==> src/rtl/sram_bist_pkg.sv <==
`default_nettype none
//==============================================================================
// Module  : sram_bist_pkg
// Brief   : Shared types and per-element March C- tables for the SRAM BIST.
// Revision: 1.0 - initial release
//==============================================================================
package sram_bist_pkg;

    typedef enum logic [1:0] {
        IDLE  = 2'd0,
        RUN   = 2'd1,
        DRAIN = 2'd2
    } march_state_e;

    typedef enum logic [2:0] {
        M0 = 3'd0,
        M1 = 3'd1,
        M2 = 3'd2,
        M3 = 3'd3,
        M4 = 3'd4,
        M5 = 3'd5
    } march_elem_e;

    localparam logic [31:0] c_bg_default = 32'h5555_5555;

    // Bit n of each table describes element Mn.
    // M0 up(w0) M1 up(r0,w1) M2 up(r1,w0) M3 dn(r0,w1) M4 dn(r1,w0) M5 dn(r0)
    localparam logic [5:0] c_elem_down   = 6'b111000;
    localparam logic [5:0] c_elem_rd     = 6'b111110;
    localparam logic [5:0] c_elem_rd_inv = 6'b010100;
    localparam logic [5:0] c_elem_wr     = 6'b011111;
    localparam logic [5:0] c_elem_wr_inv = 6'b001010;

    function automatic march_elem_e next_elem(input march_elem_e e);
        return (e == M5) ? M0 : march_elem_e'(e + 3'd1);
    endfunction

endpackage
`default_nettype wire

==> src/rtl/sram_bist_if.sv <==
`default_nettype none
//==============================================================================
// Module  : sram_bist_if
// Brief   : Pin bundle between the BIST engine and the SRAM macro.
// Revision: 1.0 - initial release
//==============================================================================
interface sram_bist_if #(
    parameter int DATA_WIDTH  = 32,
    parameter int ADDR_WIDTH  = 6,
    parameter int WMASK_WIDTH = 4
);
    logic                   sram_we;
    logic [WMASK_WIDTH-1:0] sram_wmask;
    logic [ADDR_WIDTH-1:0]  sram_addr;
    logic [DATA_WIDTH-1:0]  sram_din;
    logic [DATA_WIDTH-1:0]  sram_dout;

    modport master (
        output sram_we,
        output sram_wmask,
        output sram_addr,
        output sram_din,
        input  sram_dout
    );

    modport slave (
        input  sram_we,
        input  sram_wmask,
        input  sram_addr,
        input  sram_din,
        output sram_dout
    );
endinterface
`default_nettype wire

==> src/rtl/sram_bist_addr_gen.sv <==
`default_nettype none
//==============================================================================
// Module  : sram_bist_addr_gen
// Brief   : Up/down March address counter with load, step and last flag.
// Revision: 1.0 - initial release
//==============================================================================
module sram_bist_addr_gen
    import sram_bist_pkg::*;
#(
    parameter int ADDR_WIDTH = 6
) (
    input  logic                  clk,
    input  logic                  rst_n,
    input  logic                  i_load,
    input  logic                  i_load_down,
    input  logic                  i_step,
    input  logic                  i_down,
    output logic [ADDR_WIDTH-1:0] o_addr,
    output logic                  o_last
);

    logic [ADDR_WIDTH-1:0] r_addr;

    // Load wins over step so an element change lands on the new start address.
    always_ff @(posedge clk or negedge rst_n) begin
        if (!rst_n) begin
            r_addr <= '0;
        end else if (i_load) begin
            r_addr <= i_load_down ? '1 : '0;
        end else if (i_step) begin
            r_addr <= i_down ? (r_addr - ADDR_WIDTH'(1)) : (r_addr + ADDR_WIDTH'(1));
        end
    end

    assign o_addr = r_addr;
    assign o_last = i_down ? (r_addr == '0) : (r_addr == '1);

endmodule
`default_nettype wire

==> src/rtl/sram_bist_march.sv <==
`default_nettype none
//==============================================================================
// Module  : sram_bist_march
// Brief   : March C- BIST engine driving one SRAM macro, with first-fail capture.
// Revision: 1.0 - initial release
//==============================================================================
module sram_bist_march
    import sram_bist_pkg::*;
#(
    parameter int                    DATA_WIDTH  = 32,
    parameter int                    ADDR_WIDTH  = 6,
    parameter int                    WMASK_WIDTH = 4,
    parameter logic [DATA_WIDTH-1:0] BG          = DATA_WIDTH'(c_bg_default),
    parameter int                    CNT_WIDTH   = 8
) (
    input  logic                  clk,
    input  logic                  rst_n,
    input  logic                  start,
    output logic                  busy,
    output logic                  done,
    output logic                  fail,
    output logic [CNT_WIDTH-1:0]  err_count,
    output logic [ADDR_WIDTH-1:0] fail_addr,
    output logic [DATA_WIDTH-1:0] fail_data,
    sram_bist_if.master           sram
);

    march_state_e r_state, w_state_nxt;
    march_elem_e  r_elem, w_elem_nxt;
    logic         r_phase, w_phase_nxt;
    logic         r_fin, w_fin_nxt;
    logic         w_issue, w_clear, w_done_nxt;

    logic                  w_ag_load, w_ag_load_down, w_ag_step, w_ag_down;
    logic [ADDR_WIDTH-1:0] w_addr;
    logic                  w_last;

    logic                  w_two_op, w_is_read, w_elem_end, w_final, w_op_we;
    logic [DATA_WIDTH-1:0] w_rd_pat, w_wr_pat;

    logic                   r_we;
    logic [WMASK_WIDTH-1:0] r_wmask;
    logic [ADDR_WIDTH-1:0]  r_addr;
    logic [DATA_WIDTH-1:0]  r_din;
    logic                   r_rd;
    logic [DATA_WIDTH-1:0]  r_exp;

    logic                  r_cmp_valid;
    logic [ADDR_WIDTH-1:0] r_cmp_addr;
    logic [DATA_WIDTH-1:0] r_cmp_exp;
    logic                  w_miscompare;

    logic                  r_done, r_fail;
    logic [CNT_WIDTH-1:0]  r_err_count;
    logic [ADDR_WIDTH-1:0] r_fail_addr;
    logic [DATA_WIDTH-1:0] r_fail_data;

    sram_bist_addr_gen #(
        .ADDR_WIDTH (ADDR_WIDTH)
    ) u_addr_gen (
        .clk         (clk),
        .rst_n       (rst_n),
        .i_load      (w_ag_load),
        .i_load_down (w_ag_load_down),
        .i_step      (w_ag_step),
        .i_down      (w_ag_down),
        .o_addr      (w_addr),
        .o_last      (w_last)
    );

    // The op pointer (r_elem, address, r_phase) names the op issued at the next edge.
    assign w_ag_down  = c_elem_down[r_elem];
    assign w_two_op   = c_elem_rd[r_elem] & c_elem_wr[r_elem];
    assign w_is_read  = c_elem_rd[r_elem] & ~r_phase;
    assign w_elem_end = w_last & (~w_two_op | r_phase);
    assign w_final    = w_elem_end & (r_elem == M5);
    assign w_rd_pat   = c_elem_rd_inv[r_elem] ? ~BG : BG;
    assign w_wr_pat   = c_elem_wr_inv[r_elem] ? ~BG : BG;

    // r_fin marks that the final read is on the pins; RUN then hands over to DRAIN.
    assign w_issue = ((r_state == IDLE) & start) | ((r_state == RUN) & ~r_fin);
    assign w_op_we = w_issue & ~w_is_read;

    always_ff @(posedge clk or negedge rst_n) begin
        if (!rst_n) begin
            r_state <= IDLE;
            r_elem  <= M0;
            r_phase <= 1'b0;
            r_fin   <= 1'b0;
        end else begin
            r_state <= w_state_nxt;
            r_elem  <= w_elem_nxt;
            r_phase <= w_phase_nxt;
            r_fin   <= w_fin_nxt;
        end
    end

    always_comb begin
        w_state_nxt = r_state;
        w_clear     = 1'b0;
        w_done_nxt  = 1'b0;
        case (r_state)
            IDLE: begin
                if (start) begin
                    w_state_nxt = RUN;
                    w_clear     = 1'b1;
                end
            end
            RUN: begin
                if (r_fin) begin
                    w_state_nxt = DRAIN;
                end
            end
            DRAIN: begin
                w_state_nxt = IDLE;
                w_done_nxt  = 1'b1;
            end
            default: w_state_nxt = IDLE;
        endcase
    end

    // After the last op of M5 the pointer reloads M0/addr 0, so IDLE always sits at the start.
    always_comb begin
        w_elem_nxt     = r_elem;
        w_phase_nxt    = r_phase;
        w_fin_nxt      = 1'b0;
        w_ag_load      = 1'b0;
        w_ag_load_down = 1'b0;
        w_ag_step      = 1'b0;
        if (w_issue) begin
            w_fin_nxt = w_final;
            if (w_two_op && !r_phase) begin
                w_phase_nxt = 1'b1;
            end else begin
                w_phase_nxt = 1'b0;
                if (w_elem_end) begin
                    w_ag_load      = 1'b1;
                    w_elem_nxt     = next_elem(r_elem);
                    w_ag_load_down = c_elem_down[w_elem_nxt];
                end else begin
                    w_ag_step = 1'b1;
                end
            end
        end
    end

    always_ff @(posedge clk or negedge rst_n) begin
        if (!rst_n) begin
            r_we    <= 1'b0;
            r_wmask <= '0;
            r_addr  <= '0;
            r_din   <= '0;
            r_rd    <= 1'b0;
            r_exp   <= '0;
        end else begin
            r_we    <= w_op_we;
            r_wmask <= w_op_we ? '1 : '0;
            r_addr  <= w_issue ? w_addr : '0;
            r_din   <= w_op_we ? w_wr_pat : '0;
            r_rd    <= w_issue & w_is_read;
            r_exp   <= w_rd_pat;
        end
    end

    // Read data appears the cycle after the macro samples the read, hence one pipe stage.
    always_ff @(posedge clk or negedge rst_n) begin
        if (!rst_n) begin
            r_cmp_valid <= 1'b0;
            r_cmp_addr  <= '0;
            r_cmp_exp   <= '0;
        end else begin
            r_cmp_valid <= r_rd;
            r_cmp_addr  <= r_addr;
            r_cmp_exp   <= r_exp;
        end
    end

    assign w_miscompare = r_cmp_valid & (sram.sram_dout != r_cmp_exp);

    always_ff @(posedge clk or negedge rst_n) begin
        if (!rst_n) begin
            r_done      <= 1'b0;
            r_fail      <= 1'b0;
            r_err_count <= '0;
            r_fail_addr <= '0;
            r_fail_data <= '0;
        end else begin
            r_done <= w_done_nxt;
            if (w_clear) begin
                r_fail      <= 1'b0;
                r_err_count <= '0;
                r_fail_addr <= '0;
                r_fail_data <= '0;
            end else if (w_miscompare) begin
                r_fail <= 1'b1;
                if (r_err_count != '1) begin
                    r_err_count <= r_err_count + CNT_WIDTH'(1);
                end
                if (!r_fail) begin
                    r_fail_addr <= r_cmp_addr;
                    r_fail_data <= sram.sram_dout;
                end
            end
        end
    end

    assign busy      = (r_state != IDLE);
    assign done      = r_done;
    assign fail      = r_fail;
    assign err_count = r_err_count;
    assign fail_addr = r_fail_addr;
    assign fail_data = r_fail_data;

    assign sram.sram_we    = r_we;
    assign sram.sram_wmask = r_wmask;
    assign sram.sram_addr  = r_addr;
    assign sram.sram_din   = r_din;

endmodule
`default_nettype wire

==> src/flat_wrapper.sv <==
// flat-port wrapper written by rule: the top's interface ports become plain ports
module sram_bist_march_flat import sram_bist_pkg::*;
#(
    parameter int                    DATA_WIDTH  = 32,
    parameter int                    ADDR_WIDTH  = 6,
    parameter int                    WMASK_WIDTH = 4,
    parameter logic [DATA_WIDTH-1:0] BG          = DATA_WIDTH'(c_bg_default),
    parameter int                    CNT_WIDTH   = 8
)
  (clk, rst_n, start, busy, done, fail, err_count, fail_addr, fail_data, sram_sram_we, sram_sram_wmask, sram_sram_addr, sram_sram_din, sram_sram_dout);
  sram_bist_if #(.DATA_WIDTH(DATA_WIDTH), .ADDR_WIDTH(ADDR_WIDTH), .WMASK_WIDTH(WMASK_WIDTH)) sram_i ();
  input  logic clk;
  input  logic rst_n;
  input  logic start;
  output logic busy;
  output logic done;
  output logic fail;
  output logic [CNT_WIDTH-1:0] err_count;
  output logic [ADDR_WIDTH-1:0] fail_addr;
  output logic [DATA_WIDTH-1:0] fail_data;
  output wire logic [$bits(sram_i.sram_we)-1:0] sram_sram_we;
  output wire logic [$bits(sram_i.sram_wmask)-1:0] sram_sram_wmask;
  output wire logic [$bits(sram_i.sram_addr)-1:0] sram_sram_addr;
  output wire logic [$bits(sram_i.sram_din)-1:0] sram_sram_din;
  input wire logic [$bits(sram_i.sram_dout)-1:0] sram_sram_dout;
  assign sram_sram_we = sram_i.sram_we;
  assign sram_sram_wmask = sram_i.sram_wmask;
  assign sram_sram_addr = sram_i.sram_addr;
  assign sram_sram_din = sram_i.sram_din;
  assign sram_i.sram_dout = sram_sram_dout;
  sram_bist_march #(.DATA_WIDTH(DATA_WIDTH), .ADDR_WIDTH(ADDR_WIDTH), .WMASK_WIDTH(WMASK_WIDTH), .BG(BG), .CNT_WIDTH(CNT_WIDTH)) u_core (.clk(clk), .rst_n(rst_n), .start(start), .busy(busy), .done(done), .fail(fail), .err_count(err_count), .fail_addr(fail_addr), .fail_data(fail_data), .sram(sram_i));
endmodule
==> config.mk <==
export PLATFORM = sky130hd
export DESIGN_NAME = sram_bist_march_flat
export DESIGN_NICKNAME = d
export VERILOG_FILES = /design/src/rtl/sram_bist_pkg.sv /design/src/rtl/sram_bist_if.sv /design/src/rtl/sram_bist_addr_gen.sv /design/src/rtl/sram_bist_march.sv /design/src/flat_wrapper.sv
export SDC_FILE = /design/constraint.sdc
export NUM_CORES = 1
export LEC_CHECK = 0
export BUFFER_PORTS_ARGS = -buffer_cell sky130_fd_sc_hd__buf_2
export CORE_AREA = 2 2 75 106
export CTS_CLUSTER_SIZE = 20
export DETAILED_ROUTE_END_ITERATION = 10
export DIE_AREA = 0 0 77 108
export GPL_ROUTABILITY_DRIVEN = 0
export PLACE_DENSITY = 0.93
export SLEW_MARGIN = 20
export SYNTH_ARGS = -nofsm -noshare
export SYNTH_HDL_FRONTEND = slang
export SYNTH_SLANG_ARGS = --single-unit
==> constraint.sdc <==
create_clock -name clk -period 5.1 [get_ports clk]
set_clock_uncertainty 0.05 [all_clocks]
set_input_delay 0.51 -clock clk [delete_from_list [all_inputs] [get_ports clk]]
set_output_delay 0.51 -clock clk [all_outputs]
set_load 0.005 [all_outputs]
After elaboration in Yosys (flattened, before gate mapping):

Memory sizes are Yosys's and may differ from the RTL's.
Cells that the tools add are included.

* bitwise logic cells: 16
* add/subtract/negate cells: 4
* equal/unequal tests: 9
* order comparisons: 2
* reductions and logical operators: 12
* muxes and demuxes: 45

Operator list (number)
* $mux W32: 6
* $mux W6: 8
* $ne A32 B32 Y1: 1
* $mux W8: 3
* $mux W1: 23
* $and A1 B1 Y1: 9
* $add A8 B1 Y8 const B: 1
* $lt A3 B4 Y1 const B: 2
* $ne A8 B8 Y1 const B: 1
* $reduce_bool A2 Y1: 4
* $add A6 B1 Y6 const B: 1
* $eq A6 B6 Y1 const B: 1
* $logic_not A6 Y1: 1
* $reduce_and A2 Y1: 3
* $sub A6 B1 Y6 const B: 1
* $not A1 Y1: 5
* $mux W2: 2
* $mux W4: 1
* $ne A2 B1 Y1 const B: 2
* $pmux W2 S2: 1
* $add A3 B1 Y3 const B: 1
* $eq A3 B3 Y1 const B: 1
* $mux W3: 1
* $reduce_and A3 Y1: 1
* other kinds (7): 8

* memory bits (read-only): 48
* register bits after elaboration: 176
* word-level logic and storage cells: 113
* memories kept: 6
* input port bits: 35

Memory list
* (no name shown): depth 8, bits a word 1, read ports 1, clocked after Yosys merged registers in 0, write ports 0, line sram_bist_march.sv:139 `w_ag_load_down = c_elem_down[w_elem_nxt];`
* (no name shown): depth 8, bits a word 1, read ports 1, clocked after Yosys merged registers in 0, write ports 0, line sram_bist_march.sv:73 `assign w_two_op = c_elem_rd[r_elem] & c_elem_wr[r_elem];`
* (no name shown): depth 8, bits a word 1, read ports 1, clocked after Yosys merged registers in 0, write ports 0, line sram_bist_march.sv:77 `assign w_rd_pat = c_elem_rd_inv[r_elem] ? ~BG : BG;`
* (no name shown): depth 8, bits a word 1, read ports 1, clocked after Yosys merged registers in 0, write ports 0, line sram_bist_march.sv:73
* (no name shown): depth 8, bits a word 1, read ports 1, clocked after Yosys merged registers in 0, write ports 0, line sram_bist_march.sv:78 `assign w_wr_pat = c_elem_wr_inv[r_elem] ? ~BG : BG;`
* (no name shown): depth 8, bits a word 1, read ports 1, clocked after Yosys merged registers in 0, write ports 0, line sram_bist_march.sv:72 `assign w_ag_down = c_elem_down[r_elem];`

Longest topological paths before layout:

* depth after elaboration: 11
* mapped depth: 11
* mapped depth without buffers: 10

Hierarchy:

Synthesis repeated with hierarchy kept, for this count alone.

* cell total of the unflattened synthesis: 421
* area total of the unflattened synthesis: 4033.9 um^2

Modules (own cells, without submodules)
* sram_bist_march: area each 3540.9 um^2, cells each 366, instances 1, seq. area each 1901.8 um^2
* sram_bist_addr_gen: area each 493.0 um^2, cells each 55, instances 1, seq. area each 150.1 um^2

Worst setup path before layout:

OpenSTA, ideal clock, no wires.

* path type: reg-to-reg
* from: register u_core.r_elem[1]
* to: register u_core.u_addr_gen.r_addr[5], in the netlist u_core.u_addr_gen.o_addr[5]
* setup time: 0.125 ns
* data required time: 4.925 ns
* cell stages (with the launch flop): 12
* buffers on the path: 1
* data arrival time: 2.088 ns
* slack: 2.838 ns
* cell sequence: dfrtp_1 > clkbuf_1 > nand2_1 > ha_1 > inv_1 > ha_1 > a211oi_1 > o21bai_1 > a21oi_1 > xnor2_1 > o21ai_0 > o2bb2ai_1

* longest elaborated chain between the ends: 11

Ends and longest elaborated chain
* start: declaration: line sram_bist_march.sv:29 `march_elem_e r_elem, w_elem_nxt;`
* start signal: assignment: line sram_bist_march.sv:92 `r_elem <= w_elem_nxt;`
* branches (longest 11 deep; another with $add A3 B1 Y3)
* end signal: assignment: line sram_bist_addr_gen.sv:29 `r_addr <= i_load_down ? '1 : '0;`
* end signal: assignment: line sram_bist_addr_gen.sv:31 `r_addr <= i_down ? (r_addr - ADDR_WIDTH'(1)) : (r_addr + ADDR_WIDTH'(1));`
* end: declaration: line sram_bist_addr_gen.sv:22 `logic [ADDR_WIDTH-1:0] r_addr;`

Several ways; the timed one is not identified. The select of a mux whose other input is x is not followed.
A chain may end at the register's enable or synchronous reset.

Final worst setup path:

* from: input port sram_sram_dout[8]
* to: register u_core.r_fail_data[21], in the netlist u_core.fail_data[21]

* longest elaborated chain between the ends: 4

Ends and longest elaborated chain
* start: declaration: line flat_wrapper.sv:25 `input wire logic [$bits(sram_i.sram_dout)-1:0] sram_sram_dout;`
* $ne A32 B32 Y1: line sram_bist_march.sv:178 `assign w_miscompare = r_cmp_valid & (sram.sram_dout != r_cmp_exp);`
* $and A1 B1 Y1: line sram_bist_march.sv:178
* $reduce_bool A2 Y1 (no source line)
* $reduce_and A2 Y1 (no source line)
* end signal: assignment: line sram_bist_march.sv:201 `r_fail_data <= sram.sram_dout;`
* end: declaration: line sram_bist_march.sv:56 `logic [DATA_WIDTH-1:0] r_fail_data;`

Every way passes these cells.

==> metrics <==
Post-Synth Simple-Gate Area 21.0%; worst path required time 5310 ps; Synth Flop Type dfrtp_1; async set-reset flop share out of synthesis 100%; # DRC 0; #FFs+latches synth 82; CTS root buf clkbuf_8; Synth Area in XOR/XNOR 0.891%; Antenna Nets Post-Route 0; cell count after synthesis 415; drt first pass iters 5; CP endpoint kind flop; first-pass GRT wire length 13.2 mm; worst path cell trace buf_2 -> or4_1 -> nor4_1 -> o22ai_1 -> o21ai_4 -> buf_4 -> nand3_1 -> o21ai_1; starting density of the core 53.7%; pre-CTS setup slack 1760 ps; ant diodes 0; area grow syn2layout 14.5%; LEAKAGE 2.30 nW; worst setup margin 2050 ps; Period minus WS final 3050 ps; FF-to-FF path depth 6; GRT overflow 0; number of distinct library cells after synthesis 44; main combinational cell family by area after synthesis simple AND/OR/NAND/NOR gates; vias in the first global route 2959; CTS Buf Count 9; drt first-iter violations 195; RR Startpoint u_core.r_cmp_exp[30]; YS warnings 0; Final Hold Viols 0; Setup TNS Final 0 ps; Max stage delay cell, worst path o21ai_4; post-DR vias/cell 5.53; routed vias 3319; Synth Net Count 457; setup violators final 0; drt total wl 8.39 mm; mapped cell area 3930 um2; final HPWL from detailed placement 6.16 mm; num ports 127; H-Tree Depth 3; Max-Cap Viols 0; placement row count 37; Max Root-Sink Buffers 2; fin nets 541; compound-gate portion of the synthesized area 12.2%; class of the worst hold path input port to asynchronous set/reset pin; number of port buffers 126; routed len/inst 14.0 um; setup repair after global routing missed its margin false; Buf+Inv Stages, Crit Path 2; PD cells 488 nW/um2; Worst setup SP type input port; Clock transition at path regs 80 ps; CP arrival 3260 ps; Critical Path Fanout Max 43; delay-heaviest family, CP compound AO/OA/AOI/OAI gates; WS Path Type input port to flop; Crit Reg-Reg Endpoint u_core.fail_data[21]; CTS Hold Bufs 0; Post-synth EDFFs 0; # resized after CTS 0; layout cells sized above 1 28.6%; CTS tree yes; Slew headroom 37.0%; Post-CTS Setup Bufs 0; post-synthesis sequential area ratio 52.2%; Peak VDD IR 0.000194 V; clock sink count 82; Mean Syn Cell Area 9.47 um2; worst skew pair latency 330 ps; Pins Over Slew Limit 0; core box area 7310 um2; worst-margin pin slew 941 ps; global-route usage over all layers 19.7%; Tcrit/Tclk final 59.7%; Die Span Y 108 um; post-synthesis mux area share 1.08%; largest net degree at the start of global routing 83; max frequency 328 MHz; setup slack, reg-to-reg 2370 ps; status complete, no violations; Critical Path Max Stage Delay 780 ps; Post-Synth Adder-Cell Area 2.42%; die width 77 um; fill cell count 620; die area 8320 um2; initial antenna violation count 0
[stage by stage]
step / util [%] / cell area [um2] / cells / total power, mW / hold slack (ps)
2_1_floorplan: - / 3930 / 415 / 1.56 / 164
3_3_place_gp: 59.3 / 4330 / 585 / 1.77 / 284
3_5_place_dp: 59.3 / 4330 / 585 / 1.82 / 298
4_1_cts: 61.5 / 4500 / 600 / 2.22 / 314
5_1_grt: 61.5 / 4500 / 600 / 2.36 / 209
6_report: 61.5 / 4500 / 600 / 2.20 / 145
[power breakdown]
| part | switching (mW) | leakage [nW] | internal [mW] |
|---|---|---|---|
| combinational | 0.368 | 1.19 | 0.362 |
| clock | 0.208 | 0.0835 | 0.188 |
| sequential | 0.182 | 1.03 | 0.889 |
| total | 0.757 | 2.30 | 1.44 |
[Yosys cell counts (2+ instances only)]
| cell type | count | area (um2) |
|---|---|---|
| nor4_1 | 6 | 37.5 |
| nor3_1 | 9 | 45.0 |
| o31ai_1 | 3 | 22.5 |
| nand3_1 | 49 | 245 |
| nand4_1 | 5 | 31.3 |
| a211oi_1 | 3 | 22.5 |
| a21oi_1 | 10 | 50.1 |
| buf_6 | 5 | 56.3 |
| xor2_1 | 2 | 17.5 |
| nand2_1 | 57 | 214 |
| xnor2_1 | 2 | 17.5 |
| nor2_1 | 17 | 63.8 |
| o21ai_0 | 23 | 115 |
| clkbuf_1 | 11 | 41.3 |
| nor2b_1 | 2 | 12.5 |
| or3_1 | 5 | 31.3 |
| ha_1 | 6 | 75.1 |
| mux2i_1 | 2 | 20.0 |
| inv_1 | 6 | 22.5 |
| buf_4 | 34 | 255 |
| o22ai_1 | 2 | 12.5 |
| or4_1 | 7 | 52.6 |
| dfrtp_1 | 82 | 2050 |
| clkbuf_2 | 3 | 15.0 |
| o21ai_1 | 33 | 165 |
| and2_1 | 7 | 43.8 |
| mux2_2 | 2 | 22.5 |
| a21o_1 | 2 | 15.0 |
| and3_1 | 5 | 31.3 |
[registers in the layout, summed over array words and instances (netlist names), 2 cells and up]
register and count:
u_core.fail_data 32, u_core.err_count 8, u_core.fail_addr 6, u_core.r_cmp_addr 6
u_core.sram.sram_addr 6, u_core.u_addr_gen.o_addr 6, u_core.r_elem 3, u_core.r_cmp_exp 2
u_core.r_exp 2, u_core.r_state 2, u_core.sram.sram_din 2
[cell families (layout without fill, tap and decap cells)]
kind of cell | count (synthesis) | count (layout)
and+or+nand+nor | 171 | 171
adders and majority gates | 7 | 7
DFF | 82 | 82
xor gates and xnor gates | 4 | 4
AOI/OAI and AO/OA | 85 | 85
muxes | 4 | 4
buffers and inverters | 62 | 150
[worst register-to-register path: stages (launching register included)]
cell     delay (ps)
dfrtp_1         450
nor4_1          450
o22ai_1         230
o21ai_4         780
buf_4           440
nand3_1         150
o21ai_1         120
[worst max-delay path by stage]
stage,from,to,slack [ps],cells after the start
2_1_floorplan,u_core.r_elem[1],u_core.u_addr_gen.o_addr[5],2840,11
3_3_place_gp,sram_sram_dout[9],u_core.fail_data[18],1910,8
4_1_cts,sram_sram_dout[8],u_core.fail_data[21],2110,8
6_report,sram_sram_dout[8],u_core.fail_data[21],2050,8
3_5_place_dp,sram_sram_dout[8],u_core.fail_data[21],1760,8
5_1_grt,sram_sram_dout[8],u_core.fail_data[21],1910,8
[area by class of cell]
cell class / count / area, um2 / area share [%]
flip-flops and latches: 82 / 2050 / 45.6
inverters: 7 / 26.3 / 0.584
multi-input cells: 271 / 1490 / 33.0
well taps: 97 / 121 / 2.70
clock inverters: 2 / 13.8 / 0.306
clock buffers: 13 / 149 / 3.31
repair buffers: 128 / 652 / 14.5
[metal layers]
metal  vias up  track usage [%]  wire length [um]
li1       1589                -                 -
met1      1563             23.0              3290
met2       154             35.6              4380
met3        13             4.09               566
met4         0             7.65               151
met5         -                0                 0
[cell usage in the layout, fill, tap and decap left out, types with 2 or more instances in the layout]
cell type,n
a211oi_1,3
a21o_1,2
a21oi_1,10
and2_1,7
and3_1,5
buf_2,125
buf_4,2
clkbuf_1,3
clkbuf_8,10
dfrtp_1,82
ha_1,6
inv_1,6
mux2_2,2
mux2i_1,2
nand2_1,56
nand3_1,49
nand4_1,5
nor2_1,17
nor2b_1,2
nor3_1,9
nor4_1,6
o21ai_0,23
o21ai_1,33
o22ai_1,2
o31ai_1,3
or3_1,5
or4_1,7
xnor2_1,2
xor2_1,2
Power figures use the tool's default switching activity.
